File: src/rtl/fir_stream_arbiter.sv
// Packet-level round-robin arbiter sharing one AXI-Stream FIR between NUM_REQ requesters.
// A source-ID FIFO records grant order so FIR output packets are routed back to their issuer.
module fir_stream_arbiter #(
    parameter int unsigned NUM_REQ       = 4,
    parameter int unsigned DIN_W         = 16,
    parameter int unsigned DOUT_W        = 32,
    parameter int unsigned ID_FIFO_DEPTH = 4
) (
    input  logic                       clk,
    input  logic                       reset,
    input  logic [NUM_REQ*DIN_W-1:0]   req_tdata,
    input  logic [NUM_REQ-1:0]         req_tvalid,
    input  logic [NUM_REQ-1:0]         req_tlast,
    output logic [NUM_REQ-1:0]         req_tready,
    output logic [DIN_W-1:0]           s_axis_fir_tdata,
    output logic                       s_axis_fir_tvalid,
    output logic                       s_axis_fir_tlast,
    input  logic                       s_axis_fir_tready,
    input  logic [DOUT_W-1:0]          m_axis_fir_tdata,
    input  logic                       m_axis_fir_tvalid,
    input  logic                       m_axis_fir_tlast,
    output logic                       m_axis_fir_tready,
    output logic [NUM_REQ*DOUT_W-1:0]  rsp_tdata,
    output logic [NUM_REQ-1:0]         rsp_tvalid,
    output logic [NUM_REQ-1:0]         rsp_tlast,
    input  logic [NUM_REQ-1:0]         rsp_tready,
    output logic [$clog2(NUM_REQ)-1:0] grant_id,
    output logic                       busy,
    output logic                       orphan_err
);

    localparam int unsigned ID_W  = $clog2(NUM_REQ);
    localparam int unsigned PTR_W = (ID_FIFO_DEPTH > 1) ? $clog2(ID_FIFO_DEPTH) : 1;
    localparam int unsigned CNT_W = PTR_W + 1;

    typedef enum logic [0:0] {S_IDLE, S_PASS} state_t;

    state_t           state_q, state_d;
    logic [ID_W-1:0]  grant_q, grant_d;
    logic [ID_W-1:0]  rr_ptr_q, rr_ptr_d;
    logic [ID_W-1:0]  pick;
    logic             found;
    logic [ID_W-1:0]  id_mem_q [ID_FIFO_DEPTH];
    logic [PTR_W-1:0] wr_ptr_q, wr_ptr_d;
    logic [PTR_W-1:0] rd_ptr_q, rd_ptr_d;
    logic [CNT_W-1:0] count_q, count_d;
    logic             orphan_q, orphan_d;
    logic [ID_W-1:0]  head;
    logic             push, pop, fifo_empty, fifo_full;

    assign fifo_empty = (count_q == '0);
    assign fifo_full  = (count_q == CNT_W'(ID_FIFO_DEPTH));
    assign head       = id_mem_q[rd_ptr_q];

    // Round-robin search: first valid requester at or above rr_ptr, wrapping.
    always_comb begin
        int unsigned idx;
        found = 1'b0;
        pick  = '0;
        idx   = 0;
        for (int unsigned k = 0; k < NUM_REQ; k++) begin
            idx = (32'(rr_ptr_q) + k) % NUM_REQ;
            if (!found && req_tvalid[ID_W'(idx)]) begin
                found = 1'b1;
                pick  = ID_W'(idx);
            end
        end
    end

    always_ff @(posedge clk) begin
        if (reset) begin
            state_q  <= S_IDLE;
            grant_q  <= '0;
            rr_ptr_q <= '0;
            wr_ptr_q <= '0;
            rd_ptr_q <= '0;
            count_q  <= '0;
            orphan_q <= 1'b0;
        end else begin
            state_q  <= state_d;
            grant_q  <= grant_d;
            rr_ptr_q <= rr_ptr_d;
            wr_ptr_q <= wr_ptr_d;
            rd_ptr_q <= rd_ptr_d;
            count_q  <= count_d;
            orphan_q <= orphan_d;
        end
    end

    // ID storage needs no reset: entries are only read while count_q is non-zero.
    always_ff @(posedge clk) begin
        if (push) begin
            id_mem_q[wr_ptr_q] <= pick;
        end
    end

    // Forward-path FSM: grant in IDLE, combinational pass-through in PASS.
    always_comb begin
        state_d           = state_q;
        grant_d           = grant_q;
        rr_ptr_d          = rr_ptr_q;
        push              = 1'b0;
        s_axis_fir_tdata  = '0;
        s_axis_fir_tvalid = 1'b0;
        s_axis_fir_tlast  = 1'b0;
        req_tready        = '0;
        if (!reset) begin
            unique case (state_q)
                S_IDLE: begin
                    if (found && !fifo_full) begin
                        grant_d  = pick;
                        push     = 1'b1;
                        rr_ptr_d = (pick == ID_W'(NUM_REQ - 1)) ? '0 : pick + 1'b1;
                        state_d  = S_PASS;
                    end
                end
                S_PASS: begin
                    s_axis_fir_tdata    = req_tdata[grant_q*DIN_W +: DIN_W];
                    s_axis_fir_tvalid   = req_tvalid[grant_q];
                    s_axis_fir_tlast    = req_tlast[grant_q];
                    req_tready[grant_q] = s_axis_fir_tready;
                    if (s_axis_fir_tvalid && s_axis_fir_tready && s_axis_fir_tlast) begin
                        state_d = S_IDLE;
                    end
                end
                default: state_d = S_IDLE;
            endcase
        end
    end

    // Return path: route FIR output to the FIFO head, flag output with no owner.
    always_comb begin
        rsp_tdata         = '0;
        rsp_tvalid        = '0;
        rsp_tlast         = '0;
        m_axis_fir_tready = 1'b0;
        pop               = 1'b0;
        orphan_d          = orphan_q;
        if (!reset) begin
            if (!fifo_empty) begin
                rsp_tdata[head*DOUT_W +: DOUT_W] = m_axis_fir_tdata;
                rsp_tvalid[head]                 = m_axis_fir_tvalid;
                rsp_tlast[head]                  = m_axis_fir_tlast;
                m_axis_fir_tready                = rsp_tready[head];
                pop = m_axis_fir_tvalid && rsp_tready[head] && m_axis_fir_tlast;
            end else if (m_axis_fir_tvalid) begin
                orphan_d = 1'b1;
            end
        end
    end

    always_comb begin
        wr_ptr_d = wr_ptr_q;
        rd_ptr_d = rd_ptr_q;
        count_d  = count_q;
        if (push) begin
            wr_ptr_d = (wr_ptr_q == PTR_W'(ID_FIFO_DEPTH - 1)) ? '0 : wr_ptr_q + 1'b1;
        end
        if (pop) begin
            rd_ptr_d = (rd_ptr_q == PTR_W'(ID_FIFO_DEPTH - 1)) ? '0 : rd_ptr_q + 1'b1;
        end
        if (push && !pop) begin
            count_d = count_q + 1'b1;
        end else if (pop && !push) begin
            count_d = count_q - 1'b1;
        end
    end

    assign grant_id   = grant_q;
    assign busy       = (state_q == S_PASS);
    assign orphan_err = orphan_q;

endmodule

File: config.mk
export PLATFORM = sky130hd
export DESIGN_NAME = fir_stream_arbiter
export DESIGN_NICKNAME = d
export VERILOG_FILES = /design/src/rtl/fir_stream_arbiter.sv
export SDC_FILE = /design/constraint.sdc
export NUM_CORES = 1
export LEC_CHECK = 0
export ABC_AREA = 1
export CORE_AREA = 2 2 107 109
export DETAILED_ROUTE_END_ITERATION = 7
export DIE_AREA = 0 0 109 111
export PLACE_DENSITY_LB_ADDON = 0.12
export SKIP_LAST_GASP = 1
export SLEW_MARGIN = 20
export SYNTH_ARGS = -nofsm -noshare
export SYNTH_HDL_FRONTEND = slang
export SYNTH_SLANG_ARGS = --single-unit
File: constraint.sdc
create_clock -name clk -period 2.43 [get_ports clk]
set_input_delay 0.486 -clock clk [delete_from_list [all_inputs] [get_ports clk]]
set_output_delay 0.486 -clock clk [all_outputs]
set_load 0.005 [all_outputs]
==> impl_metrics.env, run 1 <==
export IMPL_multi_input_area_mm2=0.00341
export IMPL_worstPathArrival_ns=2.21
export IMPL_hold_buffers=0
export IMPL_critPathRequiredTime_ns=1.94
export IMPL_p_leak_nw=3.85
export IMPL_area_growth_syn_to_layout_pct=174
export IMPL_synth_seq_cells=23
export IMPL_ctsLongestPathBuffers=2
export IMPL_dr_pass1_iters=5
export IMPL_cts_htree_levels=1
export IMPL_vias=5649
export IMPL_rr_worst_depth=18
export IMPL_drtIter0Drc=523
export IMPL_track_usage_pct=32.2
export IMPL_layout_drive_gt1_share_pct=53.8
export IMPL_slew_limit_headroom_pct=71.0
export IMPL_grt_max_degree=30
export IMPL_crit_chain="inv_1 > nand3_2 > nand2_4 > ha_4 > nor3_4 > nand3_4 > buf_6 > buf_12 > nor3_4 > buf_2"
export IMPL_critical_path_most_common_cell="nor3_4"
export IMPL_final_max_slew_viol_count=0
export IMPL_ant_nets=0
export IMPL_ys_types=37
export IMPL_vdd_drop_max_uv=566
export IMPL_nets=972
export IMPL_antenna_found_initial=0
export IMPL_seq_area_frac_synth_pct=18.3
export IMPL_min_period_over_period_pct=111
export IMPL_reg2reg_to="count_q[2]"
export IMPL_port_buffers=275
export IMPL_dpl_cell_area_mm2=0.00633
export IMPL_powerDensity_mw_per_mm2=885
export IMPL_power_w=0.00717
export IMPL_setup_slack_ns=-0.265
export IMPL_ios=276
export IMPL_hold_violations=0
export IMPL_max_freq_mhz=371
export IMPL_avgViaCountPerCell=5.71
export IMPL_grt_pass1_wl_um=30400
export IMPL_gp_congestion=0.978
export IMPL_netlist_instances=490
export IMPL_critPathCapture="rsp_tdata[119]"
export IMPL_cts_buffers=3
export IMPL_holdCritPathClass="flop to flop"
export IMPL_die_w_um=109
export IMPL_r2r_slack_ns=0.01
export IMPL_dp_hpwl_um=13900
export IMPL_syn_area_per_cell_um2=6.03
export IMPL_core_mm2=0.0111
export IMPL_skew_ns=0.00271
export IMPL_grt_pass1_vias=5432
export IMPL_slowest_delay_ns=0.34
export IMPL_wl_per_cell_um=22.7
export IMPL_slowest_stage="dfxtp_2"
export IMPL_cts_reportedPaths_clkPinSlew_ns=0.06
export IMPL_crit_path_end_kind="output pin"
export IMPL_grt_overflow=0
export IMPL_clock_latency_ns=0.25
export IMPL_maxCapViolCount=0
export IMPL_min_path_cells=1
export IMPL_cts_tree="yes"
export IMPL_mappedNetlistArea_mm2=0.00296
export IMPL_cp_max_fo=8
export IMPL_start_kind="flop"
export IMPL_worst_slew_pin_slew_ns=0.435
export IMPL_clockRootBuffer="clkbuf_16"
export IMPL_die_y_um=111
export IMPL_synth_nets=615
export IMPL_cts_sinks=23
export IMPL_nFillCells=781
export IMPL_drt_total_wl_um=22400
export IMPL_setup_viol=118
export IMPL_design_area_mm2=0.00810
export IMPL_rsz0062_at_grt="true"
export IMPL_initial_utilization_pct=26.7
export IMPL_violations="setup timing"
export IMPL_ys_warn_count=0
export IMPL_rows=39
export IMPL_crit_type="flop to output pin"
export IMPL_run_status="finished with violations"
export IMPL_seq_area_um2=553
export IMPL_antennaDiodeCount=0
export IMPL_fin_crit_ns=2.70
export IMPL_drc=0
export IMPL_die_area_mm2=0.0121
## cell type report
cell class | count | area share [%]
flip-flops and latches | 23 | 6.83
well taps | 143 | 2.21
clock buffers | 3 | 0.927
clock inverters | 1 | 0.0618
inverters | 75 | 3.65
repair buffers | 388 | 44.3
multi-input cells | 356 | 42.1
## cells by family (layout without fill, tap and decap cells)
| kind of cell | after synthesis | count (layout) | synth area share [%] |
|---|---|---|---|
| AOI/OAI and AO/OA | 81 | 81 | 18.0 |
| DFF | 23 | 23 | 18.3 |
| adders and majority gates | 12 | 12 | 5.33 |
| buffers and inverters | 111 | 467 | 15.1 |
| and+or+nand+nor | 263 | 263 | 43.3 |
## repair_timing
item | in CTS | in global routing
resized for setup | 729 | 162
buffers inserted | 23 | 14
setup endpoints to repair | 161 | 143
gates cloned | 15 | 6
pin swaps | 22 | 59
## power by group
part           internal (W)  switching (W)  total, W
combinational       0.00274        0.00343   0.00617
clock              0.000221       0.000129  0.000350
sequential         0.000547       0.000103  0.000650
## layer usage
metal / track usage (%) / wire length, um
met5: 0 / 0
met4: 12.9 / 1280
met2: 52.3 / 10300
met3: 9.58 / 2790
met1: 39.4 / 8040
## worst max-delay path, delay by kind of cell, from the launching register on
kind / cells / cell delay [ns]
fa+ha+maj: 1 / 0.23
buf+inv: 4 / 0.59
flops: 1 / 0.34
simple gates: 5 / 0.80
## how the worst min path moves through the flow
stage            endpoint         from
2_1_floorplan        flop  rd_ptr_q[1]
3_3_place_gp   orphan_err   orphan_err
3_5_place_dp   orphan_err   orphan_err
4_1_cts        orphan_err   orphan_err
5_1_grt        orphan_err   orphan_err
6_report       orphan_err   orphan_err
## cell usage in the layout, fill, tap and decap left out, drive strengths merged, types with 9 or more instances in the layout
master	n
dlygate4sd2	19
a22oi	32
nor3	106
inv	74
ha	11
dfxtp	15
nor2	32
nor4	31
clkbuf	9
buf	236
clkdlybuf4s50	116
o21ai	11
nand3	17
nand2	74
a21oi	28
## Yosys cell counts, drive strengths merged
cell	n	area share (%)
nand3	17	3.0
buf	12	2.5
o21bai	1	0.38
a22o	1	0.30
o22ai	1	0.21
o21ai	11	2.4
ha	11	4.7
nand2	74	10
a21o	1	0.25
a22oi	32	8.1
nor2	32	4.6
nor3	106	18
o21a	1	0.25
clkbuf	24	3.1
fa	1	0.68
nand4	3	0.64
nor4	31	6.6
inv	74	9.4
dfxtp	15	10
a31oi	1	0.21
clkinv	1	0.13
edfxtp	8	8.1
a211oi	3	0.76
a21oi	28	4.9
a221oi	1	0.30
## through the flow
stage	worst slack, ns	setup TNS [ns]	hold WS (ns)	instances	util [%]
detailed placement	-0.586	-58.29	0.465	937	57.1
finish	-0.265	-12.79	0.478	989	73.1
CTS	-0.178	-7.41	0.478	977	65.5
global placement	-0.560	-54.02	0.449	937	57.1
floorplan	0.224	0	0.458	490	-
global route	-0.324	-22.37	0.495	989	73.1
No activity file was read; power rests on OpenSTA's default activity.
==> run 2: changes to the inputs <==
--- a/config.mk
+++ b/config.mk
@@ -9,7 +9,8 @@
 export CORE_AREA = 2 2 107 109
 export DETAILED_ROUTE_END_ITERATION = 7
 export DIE_AREA = 0 0 109 111
-export PLACE_DENSITY_LB_ADDON = 0.12
+export GPL_TIMING_DRIVEN = 0
+export PLACE_DENSITY = 0.85
 export SKIP_LAST_GASP = 1
 export SLEW_MARGIN = 20
 export SYNTH_ARGS = -nofsm -noshare
==> run 2 against run 1 <==
  * Critical path type unchanged
  * Sequential power is 2% higher
  * Largest power group unchanged
  * Via count down 7.8%
  * The run still ends with setup timing left
  * Worst hold slack gained 0.0061 ns
  * Routed wire length shrank 15%
  * Global-route usage is 5.0 points lower
  * Highest routed layer unchanged
  * Clock skew is 0.0016 ns higher
  * Flip-flop and latch count did not move
  * Critical endpoint is now rsp_tdata[97]
==> impl_metrics.env, run 2 (synthesis gave the netlist of run 1 again) <==
export IMPL_layout_commonest_cell="buf_2"
export IMPL_use_met3_pct=5.23
export IMPL_grt_pass1_wl_um=25900
export IMPL_critPathRequiredTime_ns=1.94
export IMPL_ant_nets=0
export IMPL_track_usage_pct=27.2
export IMPL_slowest_delay_ns=0.43
export IMPL_most_common_layout_cells="125 x buf_2, 116 x clkdlybuf4s50_1, 63 x nor3_2"
export IMPL_grt_max_degree=13
export IMPL_avgViaCountPerCell=5.32
export IMPL_setup_viol=123
export IMPL_crit_type="flop to output pin"
export IMPL_nFillCells=835
export IMPL_core_mm2=0.0111
export IMPL_holdCritPathClass="flop to flop"
export IMPL_grt_busiest_layer="met2"
export IMPL_drtIter0Drc=285
export IMPL_gr_usage_met2_pct=52.1
export IMPL_port_buffers=275
export IMPL_use_met1_pct=26.6
export IMPL_nets=962
export IMPL_drc=0
export IMPL_gp_congestion=0.856
export IMPL_critical_path_most_common_cell="buf_6"
export IMPL_initial_utilization_pct=26.7
export IMPL_setup_slack_ns=-0.254
export IMPL_worst_slew_pin_slew_ns=0.452
export IMPL_min_path_cells=1
export IMPL_cts_tree="yes"
export IMPL_rows=39
export IMPL_worstPathArrival_ns=2.20
export IMPL_skew_ns=0.00430
export IMPL_antennaDiodeCount=0
export IMPL_violations="setup timing"
export IMPL_maxCapViolCount=0
export IMPL_vdd_drop_max_uv=656
export IMPL_start_kind="flop"
export IMPL_die_area_mm2=0.0121
export IMPL_min_period_over_period_pct=110
export IMPL_antenna_found_initial=0
export IMPL_dp_hpwl_um=12500
export IMPL_cts_reportedPaths_clkPinSlew_ns=0.06
export IMPL_hold_violations=0
export IMPL_area_growth_syn_to_layout_pct=157
export IMPL_drt_total_wl_um=19000
export IMPL_clock_latency_ns=0.26
export IMPL_die_w_um=109
export IMPL_ios=276
export IMPL_vias=5208
export IMPL_ctsLongestPathBuffers=2
export IMPL_slowest_stage="edfxtp_1"
export IMPL_place_worst_setup_slack_ns=-0.809
export IMPL_hold_buffers=0
export IMPL_run_status="finished with violations"
export IMPL_grt_overflow=0
export IMPL_critPathBufInv=4
export IMPL_p_leak_nw=3.56
export IMPL_crit_chain="nand2_4 > nand3_2 > nand2_4 > ha_4 > nor3_4 > nand3_2 > clkbuf_8 > buf_6 > buf_6 > nor3_4 > buf_6"
export IMPL_die_y_um=111
export IMPL_clockRootBuffer="clkbuf_16"
export IMPL_layout_drive_gt1_share_pct=53.5
export IMPL_slew_limit_headroom_pct=69.9
export IMPL_dr_pass1_iters=4
export IMPL_cts_htree_levels=1
export IMPL_cts_sinks=23
export IMPL_design_area_mm2=0.00759
export IMPL_rsz0062_at_grt="true"
export IMPL_rr_worst_depth=17
export IMPL_crit_path_end_kind="output pin"
export IMPL_cp_max_fo=4
export IMPL_dpl_cell_area_mm2=0.00589
export IMPL_wl_per_cell_um=19.4
export IMPL_path_depth=11
export IMPL_powerDensity_mw_per_mm2=843
export IMPL_cts_buffers=3
export IMPL_fin_crit_ns=2.68
export IMPL_final_setup_tns_ns=-15.02
export IMPL_grt_pass1_vias=4933
export IMPL_final_max_slew_viol_count=0
export IMPL_max_freq_mhz=373
export IMPL_crit_family="simple AND/OR/NAND/NOR gates"
-- run 2: cell type report --
type                            instances  area (um^2)  share of cell area [%]
Timing Repair Buffer                  343         2770                    36.5
Sequential cell                        23          548                    7.22
Tap cell                              143          179                    2.36
Inverter                               75          314                    4.14
Multi-Input combinational cell        357         3260                    42.9
Clock buffer                            4         78.8                    1.04
Buffer                                 34          443                    5.84
-- run 2: power by group --
group | total, W | internal [W] | switching (W) | leakage (nW)
Combinational | 0.00538 | 0.00236 | 0.00302 | 3.33
Sequential | 0.000665 | 0.000544 | 0.000121 | 0.199
Clock | 0.000349 | 0.000224 | 0.000126 | 0.0382
-- run 2: per-stage QoR --
step           instances  hold slack [ns]  power (W)  utilization [%]
2_1_floorplan        490            0.458    0.00237                -
3_3_place_gp         908            0.475    0.00341             53.1
3_5_place_dp         908            0.464    0.00347             53.1
4_1_cts              962            0.485    0.00538             61.5
5_1_grt              979            0.515    0.00674             68.5
6_report             979            0.484    0.00640             68.5
-- run 2: layer usage --
layer  wire length [um]  vias to the layer above
li1                   -                     2403
met1               6260                     2443
met2              10200                      303
met4               1040                        0
met5                  0                        -
met3               1520                       59
-- run 2: worst paths after layout --
path | end | slack (ns) | start
worst max-delay path | rsp_tdata[97] | -0.25 | id_mem_q[2][1]
worst min-delay path | orphan_err | 0.48 | orphan_err
worst max register to register | count_q[1] | 0.05 | flop
worst min register to register | orphan_err | 0.48 | orphan_err
-- run 2: repair_timing --
item / CTS / global route
gates cloned: 4 / 6
setup endpoints to repair: 161 / 148
gates resized for setup: 744 / 185
buffers inserted: 46 / 13
pin swaps: 22 / 24
